$ cat config.mk
export PLATFORM = sky130hd
export DESIGN_NAME = alu_ctrl_skid
export DESIGN_NICKNAME = d
export VERILOG_FILES = /design/src/rtl/alu_ctrl_skid.sv
export SDC_FILE = /design/constraint.sdc
export NUM_CORES = 1
export LEC_CHECK = 0
export BUFFER_PORTS_ARGS = -buffer_cell sky130_fd_sc_hd__buf_2
export CAP_MARGIN = 30
export CORE_ASPECT_RATIO = 1.2
export CORE_MARGIN = 2
export CORE_UTILIZATION = 47
export CTS_BUF_LIST = sky130_fd_sc_hd__clkbuf_4 sky130_fd_sc_hd__clkbuf_8
export DETAILED_ROUTE_END_ITERATION = 16
export HOLD_SLACK_MARGIN = 0.1
export PLACE_DENSITY_LB_ADDON = 0.08
export SYNTH_ARGS = -nofsm -noshare
export SYNTH_HDL_FRONTEND = slang
export SYNTH_SLANG_ARGS = --single-unit
$ cat constraint.sdc
create_clock -name clk -period 1.3 [get_ports clk]
set_clock_uncertainty 0.05 [all_clocks]
set_input_delay 0.13 -clock clk [delete_from_list [all_inputs] [get_ports clk]]
set_output_delay 0.13 -clock clk [all_outputs]
set_load 0.02 [all_outputs]
$ cat src/rtl/alu_ctrl_skid.sv
// ALU control decode feeding a two-entry skid buffer (main + skid) between ID and EX.
// Optional feature: define ALU_ILLEGAL_CNT_EN to build the saturating illegal-op counter.
module alu_ctrl_skid #(
    parameter int TAG_W = 5
) (
    input  logic             clk,
    input  logic             rst,
    input  logic             in_valid,
    output logic             in_ready,
    input  logic [1:0]       alu_op,
    input  logic [2:0]       funct3,
    input  logic             funct7_5,
    input  logic [TAG_W-1:0] in_tag,
    input  logic             flush,
    output logic             out_valid,
    input  logic             out_ready,
    output logic [3:0]       sell,
    output logic [TAG_W-1:0] out_tag,
    output logic             illegal,
    output logic [7:0]       illegal_cnt
);

    typedef enum logic [1:0] {EMPTY, ONE, FULL} state_t;

    typedef struct packed {
        logic [3:0]       sell;
        logic [TAG_W-1:0] tag;
        logic             illegal;
    } op_t;

    state_t state, state_nxt;
    op_t    main_q, skid_q, dec;
    logic   rdy_q;
    logic   accept, xfer;
    logic   ld_main, ld_skid, main_from_skid;

    // Decode on the input side so each buffer entry already holds the final select.
    always_comb begin
        dec.tag     = in_tag;
        dec.sell    = 4'b1111;
        dec.illegal = 1'b1;
        case (alu_op)
            2'b00: begin dec.sell = 4'b0010; dec.illegal = 1'b0; end
            2'b01: begin dec.sell = 4'b0110; dec.illegal = 1'b0; end
            default: begin
                case (funct3)
                    3'b000: begin
                        dec.sell    = (alu_op == 2'b10 && funct7_5) ? 4'b0110 : 4'b0010;
                        dec.illegal = 1'b0;
                    end
                    3'b111: begin dec.sell = 4'b0000; dec.illegal = 1'b0; end
                    3'b110: begin dec.sell = 4'b0001; dec.illegal = 1'b0; end
                    default: ;
                endcase
            end
        endcase
    end

    assign out_valid = (state != EMPTY);
    assign in_ready  = rdy_q;
    assign accept    = in_valid && rdy_q;
    assign xfer      = out_valid && out_ready;

    always_comb begin
        state_nxt      = state;
        ld_main        = 1'b0;
        ld_skid        = 1'b0;
        main_from_skid = 1'b0;
        case (state)
            EMPTY: if (accept) begin
                state_nxt = ONE;
                ld_main   = 1'b1;
            end
            ONE: begin
                case ({accept, xfer})
                    2'b10: begin state_nxt = FULL; ld_skid = 1'b1; end
                    2'b01: state_nxt = EMPTY;
                    2'b11: ld_main = 1'b1;
                    default: ;
                endcase
            end
            FULL: if (xfer) begin
                state_nxt      = ONE;
                main_from_skid = 1'b1;
            end
            default: state_nxt = EMPTY;
        endcase
        // Flush drops both entries and any op accepted this same cycle.
        if (flush) state_nxt = EMPTY;
    end

    always_ff @(posedge clk) begin
        if (!rst) begin
            state  <= EMPTY;
            rdy_q  <= 1'b1;
            main_q <= '0;
            skid_q <= '0;
        end else begin
            state <= state_nxt;
            rdy_q <= (state_nxt != FULL);
            if (ld_main)             main_q <= dec;
            else if (main_from_skid) main_q <= skid_q;
            if (ld_skid)             skid_q <= dec;
        end
    end

    assign sell    = out_valid ? main_q.sell    : 4'b0000;
    assign out_tag = out_valid ? main_q.tag     : '0;
    assign illegal = out_valid ? main_q.illegal : 1'b0;

`ifdef ALU_ILLEGAL_CNT_EN
    logic [7:0] cnt_q;

    // Counts at accept time, so ops discarded later by flush are still counted.
    always_ff @(posedge clk) begin
        if (!rst)
            cnt_q <= 8'd0;
        else if (accept && dec.illegal && cnt_q != 8'hff)
            cnt_q <= cnt_q + 8'd1;
    end

    assign illegal_cnt = cnt_q;
`else
    assign illegal_cnt = 8'd0;
`endif

endmodule

==> results of run 1 <==
==> layout make-up <==
type	instances	area [sq um]	share of cell area [%]
Tap cell	31	38.79	2.401
Inverter	5	18.77	1.162
Multi-Input combinational cell	103	663.1	41.05
Clock buffer	4	30.03	1.859
Timing Repair Buffer	53	400.4	24.79
Sequential cell	23	464.2	28.74
==> Yosys cell counts <==
master	number	area, sq um
nor3_2	1	10.01
o22ai_1	4	25.02
buf_2	2	10.01
mux2i_1	9	90.09
and3_1	1	6.260
buf_6	1	11.26
a21oi_1	15	75.07
nor2b_2	1	8.760
nor2_1	9	33.78
nand2b_1	5	31.28
a31oi_1	2	12.51
and3b_1	1	8.760
buf_4	8	60.06
clkbuf_1	2	7.510
a211o_1	1	8.760
clkinv_1	1	3.750
conb_1	1	3.750
o22a_1	1	8.760
nand2_1	17	63.81
dfxtp_1	23	460.4
nand4b_1	1	8.760
inv_1	4	15.01
o221ai_1	1	8.760
or3_1	1	6.260
nor2b_1	10	62.56
nand3_1	5	25.02
and2_4	1	8.760
o21ai_1	6	30.03
o21ai_0	1	5.000
or2_1	1	6.260
==> power groups by stage <==
stage	Combinational, W	Sequential [W]	Clock [W]
floorplan	0.000156	0.000762	0
global placement	0.000209	0.000764	0
detailed placement	0.000213	0.000765	0
CTS	0.000256	0.000750	0.000361
global route	0.000309	0.000755	0.000400
finish	0.000286	0.000751	0.000351
==> repair_timing <==
item                                    4_1_cts  5_1_grt
pin swaps                                     1        5
cloned                                        1        1
hold buffers                                  9        0
gates resized for setup                      16       22
endpoints found under the setup margin       13       31
setup buffers                                 3        3
endpoints found under the hold margin        15        0
==> worst min path at each step <==
stage	start	end	slack [ns]	cells after the start
after global placement	in_tag[1]	skid_q[2]	0.33	3
after global routing	in_valid	in_ready	0.17	3
after detailed placement	in_tag[0]	skid_q[1]	0.35	3
after floorplan	out_ready	in_ready	0.20	1
final	in_valid	in_ready	0.16	3
after CTS	in_valid	in_ready	0.13	3
==> flip-flops by register name, indices dropped and copies added, names as in the netlist <==
| signal | flops |
|---|---|
| main_q | 10 |
| in_ready | 1 |
| skid_q | 10 |
| state | 2 |
==> per-layer routing <==
layer | part of all wire, % | up-vias | wire, um
li1 | - | 557 | -
met1 | 42 | 519 | 1201
met2 | 52 | 36 | 1478
met3 | 4.1 | 5 | 118
met4 | 1.6 | 0 | 45
met5 | 0 | - | 0
==> worst register-to-register path, delay by kind of cell (launching register included) <==
kind	cells	cell delay, ns
muxes	1	0.19
and+or+nand+nor	3	0.51
buffers and inverters	2	0.25
DFF	1	0.34
==> cell families (layout without fill, tap and decap cells) <==
group	count (synthesis)	after routing	share of synthesized area, %
AO/OA/AOI/OAI	31	31	15.58
other	1	8	0.3360
flip-flops	23	23	41.26
multiplexers	9	9	8.072
buffers and inverters	18	62	9.641
AND/OR/NAND/NOR	54	55	25.11
==> stage by stage <==
step	TNS [ns]	power (W)	utilization [%]	setup slack [ns]
global route	-4.063	0.001464	70.78	-0.2123
floorplan	0	0.0009175	-	0.04872
detailed placement	0	0.0009779	57.13	0.01428
finish	-2.447	0.001388	70.78	-0.1513
global placement	0	0.0009732	57.13	0.03925
CTS	-2.065	0.001367	65.46	-0.1495
==> reports/qor.yml, run 1 <==
status:
  outcome: "finished, violations left"
  violations: "setup timing"
sta:
  fmax_mhz: 689.0
  slew_viol_final: 0
  post-route-worst-setup-slack_ns: -0.1513
  finalSetupViolations: 22
  hold_violations: 0
  finalCriticalPeriod_ns: 1.451
  fin_crit_sh_pct: 111.6
  hold_ws_ns: 0.1589
  rsz0062_at_grt: "yes"
floorplan:
  ios: 36
  die_x_um: 48.49
  core_sq_um: 2282
  placementRows: 19
  chipHeight_um: 57.38
  dieArea_sq_um: 2782
  initial_core_util_pct: 48.90
critical_path:
  cp_max_fo: 5
  rr_worst_depth: 6
  r2r_slack_ns: -0.15
  critPathKind: "reg -> out"
  startpoint: "state[1]"
  crit_family: "buffers and inverters"
  cpPeakStageDelay_ns: 0.34
  crit_path_frequent_cell: "buf_6"
  worstPathCellList: "buf_6 -> nor2_4 -> buf_6 -> nor2b_1 -> buf_4"
  rr_endpoint: "skid_q[5]"
  critPathBufInv: 3
  cp.depth: 5
  crit_arrival_ns: 1.27
  cp_slowest_cell: "dfxtp_2"
  start_kind: "register"
  end_kind: "primary output"
  worstReg2RegStart: "state[1]"
  crit_end: "sell[1]"
  required_ns: 1.12
power:
  power_frac_comb_pct: 20.6
  netSwitchingFraction_pct: 27.07
  seqPwrFrac_pct: 54.1
  switchingPower_w: 0.0003755
  p_int_w: 0.001012
  p_leak_nw: 0.7162
  max-vdd-ir-drop_uv: 669.0
  p_per_area_nw_per_um2: 859.0
  clkPwrFrac_pct: 25.3
synthesis:
  seq_area_frac_synth_pct: 41.26
  netlist_instances: 136
  ys_types: 30
  ys_warn_count: 0
  synth-seq-cells: 23
  avgSynthCellArea_sq_um: 8.206
  netlist_area_sq_um: 1116
layout:
  syn_to_final_growth_pct: 44.73
  stdcell_area_sq_um: 1615
  finalNetCount: 205
  layout_common_cells: "23 x buf_2, 20 x dfxtp_1, 14 x nand2_1"
  final_cell_count_no_fill: 219
  drive_above_1_share_pct: 38.30
  fill_cells: 194
  final_common_cell: "buf_2"
  antenna_cells: 0
global_routing:
  gr-usage-met2_pct: 35.32
  gr-total-overflow: 0
  grt_pass1_wl_um: 4271
  grt_use_total_pct: 20.13
  use_met3_pct: 2.356
  met1_usage_pct: 24.67
  grt_pass1_vias: 976
  gr-max-usage-layer: "met2"
  antenna_found_initial: 0
  grt_max_degree: 13
route:
  drc: 0
  wl_um: 2844
  drt_iter0_markers: 25
  firstDrtPassIters: 4
  via_per_inst: 5.100
  vias: 1117
  wl_per_cell_um: 12.99
  drt.antenna.violating_nets: 0
cts:
  cts_tree: "done"
  root_buffer: "clkbuf_4"
  clkLatencyLatePin_ns: 0.31
  cts_max_level: 1
  numCtsBuffers: 3
  clk_pin_slew_worst_paths_ns: 0.11
  clock_sinks: 23
  clk_path_buf_depth: 2
placement:
  dp.cells: 198
  numPortBuffers: 27
  hpwl_um: 1749
  place.gp.congestion: 0.7544
  dpl-instance-area_sq_um: 1304
hold_path:
  hold_path_class: "in -> reg"
job:
  maxCapViolations: 0
No activity file was read; power rests on OpenSTA's default activity.
==> inputs of run 2 (changes only) <==
--- a/config.mk
+++ b/config.mk
@@ -5,6 +5,7 @@
 export SDC_FILE = /design/constraint.sdc
 export NUM_CORES = 1
 export LEC_CHECK = 0
+export ABC_AREA = 1
 export BUFFER_PORTS_ARGS = -buffer_cell sky130_fd_sc_hd__buf_2
 export CAP_MARGIN = 30
 export CORE_ASPECT_RATIO = 1.2
==> run 2 against run 1 <==
The run still ends with setup timing left; sequential cell count stayed put; non-clock buffer count is 13 lower; critical path depth is 1 lower; wire length is 9.3% lower; utilization is 6.4 points lower; first-iteration DRC count is 56% higher; area after synthesis is 3.5% higher; fmax is 7.2% higher; die area is 3.2% higher; synthesized cell count is 29% higher; highest routed layer unchanged; power is 3.5% lower; sequential power hardly changed.
==> reports/qor.yml, run 2 <==
layout:
  stdcell_area_sq_um: 1484
  finalNetCount: 229
  final_cell_count_no_fill: 243
  top_regs: "main_q x10, skid_q x10, state x2"
  drive_above_1_share_pct: 25.00
  final_common_cell: "nor2_1"
  syn_to_final_growth_pct: 28.49
  layout_common_cells: "30 x nor2_1, 27 x nand2_1, 25 x inv_1, 25 x buf_2, 20 x dfxtp_1"
  utilization_pct: 64.35
  antenna_cells: 0
power:
  netSwitchingFraction_pct: 27.44
  p_int_w: 0.0009713
  p_leak_nw: 0.7521
  max-vdd-ir-drop_uv: 628.7
  power_frac_comb_pct: 17.6
  switchingPower_w: 0.0003672
  seqPwrFrac_pct: 56.0
  clkPwrFrac_pct: 26.5
  p_per_area_nw_per_um2: 902.0
sta:
  finalCriticalPeriod_ns: 1.354
  tns_ns: -0.4507
  slew_viol_final: 0
  hold_violations: 0
  fmax_mhz: 738.4
  rsz0062_at_grt: "yes"
  post-route-worst-setup-slack_ns: -0.05419
  fin_crit_sh_pct: 104.2
  finalSetupViolations: 9
global_routing:
  antenna_found_initial: 0
  grt_pass1_wl_um: 4291
  grt_use_total_pct: 19.45
  gr-total-overflow: 0
  grt_max_degree: 22
  grt_pass1_vias: 1059
synthesis:
  synth_top_cell_area_share_pct: 39.87
  synth_most_common_cell: "nor2_1"
  synth_common_cells: "33 x nor2_1, 27 x nand2_1, 25 x inv_1"
  netlist_area_sq_um: 1155
  synth_simple_gate_area_share_pct: 28.93
  ys_types: 18
  synthArstFlopShare_pct: 0
  synth_fa_ha_area_share_pct: 0
  synth_top_flop_cell: "dfxtp_1"
  synthMuxAreaShare_pct: 0
  seq_area_frac_synth_pct: 39.87
  yosys.area.top_type: "dfxtp_1"
  netlist_instances: 175
  synth-seq-cells: 23
  synth_top_family_by_area: "simple AND/OR/NAND/NOR gates"
  synth.area.top_cells: "dfxtp_1 40%, nor2_1 11%, nand2_1 8.8%, inv_1 8.1%, o21ai_0 6.9%"
  synth_xor_area_share_pct: 0
  ys_warn_count: 0
  synth_edf_count: 0
  synth_compound_area_share_pct: 13.43
  avgSynthCellArea_sq_um: 6.599
placement:
  dpl-instance-area_sq_um: 1313
  place.gp.congestion: 0.7417
  hpwl_um: 1856
  dp.cells: 231
  numPortBuffers: 27
  pre_cts_ws_ns: 0.09738
critical_path:
  start_kind: "register"
  r2r_slack_ns: 0.09
  crit_family: "flip-flops"
  cp_max_fo: 9
  crit_arrival_ns: 1.17
  cpPeakStageDelay_ns: 0.39
  critPathKind: "reg -> out"
  critPathBufInv: 2
  end_kind: "primary output"
  required_ns: 1.12
  cp_slowest_cell: "dfxtp_4"
  worstPathCellList: "nor2_4 -> buf_6 -> nor2_1 -> buf_4"
cts:
  postCtsSetupRepairBufs: 0
  root_buffer: "clkbuf_4"
  cts_tree: "done"
  clk_pin_slew_worst_paths_ns: 0.12
  numCtsBuffers: 3
  clk_path_buf_depth: 2
  clkLatencyLatePin_ns: 0.31
  cts_max_level: 1
  clock_sinks: 23
floorplan:
  placementRows: 19
  chipHeight_um: 58.30
  ios: 36
  core_sq_um: 2306
  dieArea_sq_um: 2871
  die_x_um: 49.25
  initial_core_util_pct: 50.08
job:
  maxCapViolations: 0
status:
  violations: "setup timing"
  outcome: "finished, violations left"
route:
  vias: 1164
  drt.antenna.violating_nets: 0
  via_per_inst: 4.790
  drc: 0
  firstDrtPassIters: 4
  wl_per_cell_um: 10.61
  wl_um: 2579
  drt_iter0_markers: 39
hold_path:
  hold_path_class: "in -> reg"
run 2: worst paths after layout:
kind,from,end,depth (start not counted)
worst max-delay path,state[0],out_tag[0],4
worst min-delay path,rst,in_ready,2
worst max register to register,state[1],in_ready,6
worst min register to register,skid_q[2],main_q[2],2
run 2: through the flow:
stage,hold WS [ns],total power [W]
3_3_place_gp,0.3211,0.0009672
2_1_floorplan,0.2149,0.0009173
3_5_place_dp,0.3299,0.0009725
5_1_grt,0.1463,0.001409
6_report,0.1355,0.001339
4_1_cts,0.1251,0.001348
run 2: final cells by class:
type / count / area (sq um)
Multi-Input combinational cell: 116 / 550.5
Inverter: 29 / 113.9
Clock buffer: 4 / 30.03
Timing Repair Buffer: 40 / 281.5
Tap cell: 31 / 38.79
Fill cell: 240 / 822.0
Sequential cell: 23 / 469.2
run 2: cell families (layout without fill, tap and decap cells):
kind of cell           count (synthesis)  after routing
AO/OA/AOI/OAI                         29             29
buffers and inverters                 43             73
flip-flops                            23             23
other                                  1              8
AND/OR/NAND/NOR                       79             79
run 2: power by group through the flow:
stage | sequential (W) | combinational [W] | clock (W)
finish | 0.000749 | 0.000235 | 0.000354
CTS | 0.000752 | 0.000227 | 0.000369
global placement | 0.000766 | 0.000201 | 0
detailed placement | 0.000767 | 0.000205 | 0
global route | 0.000753 | 0.000265 | 0.000390
floorplan | 0.000763 | 0.000154 | 0
run 2: repair_timing:
action,CTS,global route
cloned,0,1
gates resized for setup,5,15
pin swaps,1,4
hold endpoints to repair,14,0
endpoints found under the setup margin,11,30
hold buffers,8,0
run 2: worst register-to-register path, stage by stage, from the launching register on:
cell and delay (ns):
dfxtp_4 0.39, inv_2 0.07, nand3_2 0.08, nor2_4 0.19, inv_4 0.10, o31ai_1 0.09
nand3_2 0.12
run 2: routing by layer:
metal	vias to the layer above	GRT usage [%]	share of wire [%]
li1	606	-	-
met1	517	20.52	43
met2	38	37.07	50
met3	3	4.315	5.4
met4	0	8.163	1.1
met5	-	0	0
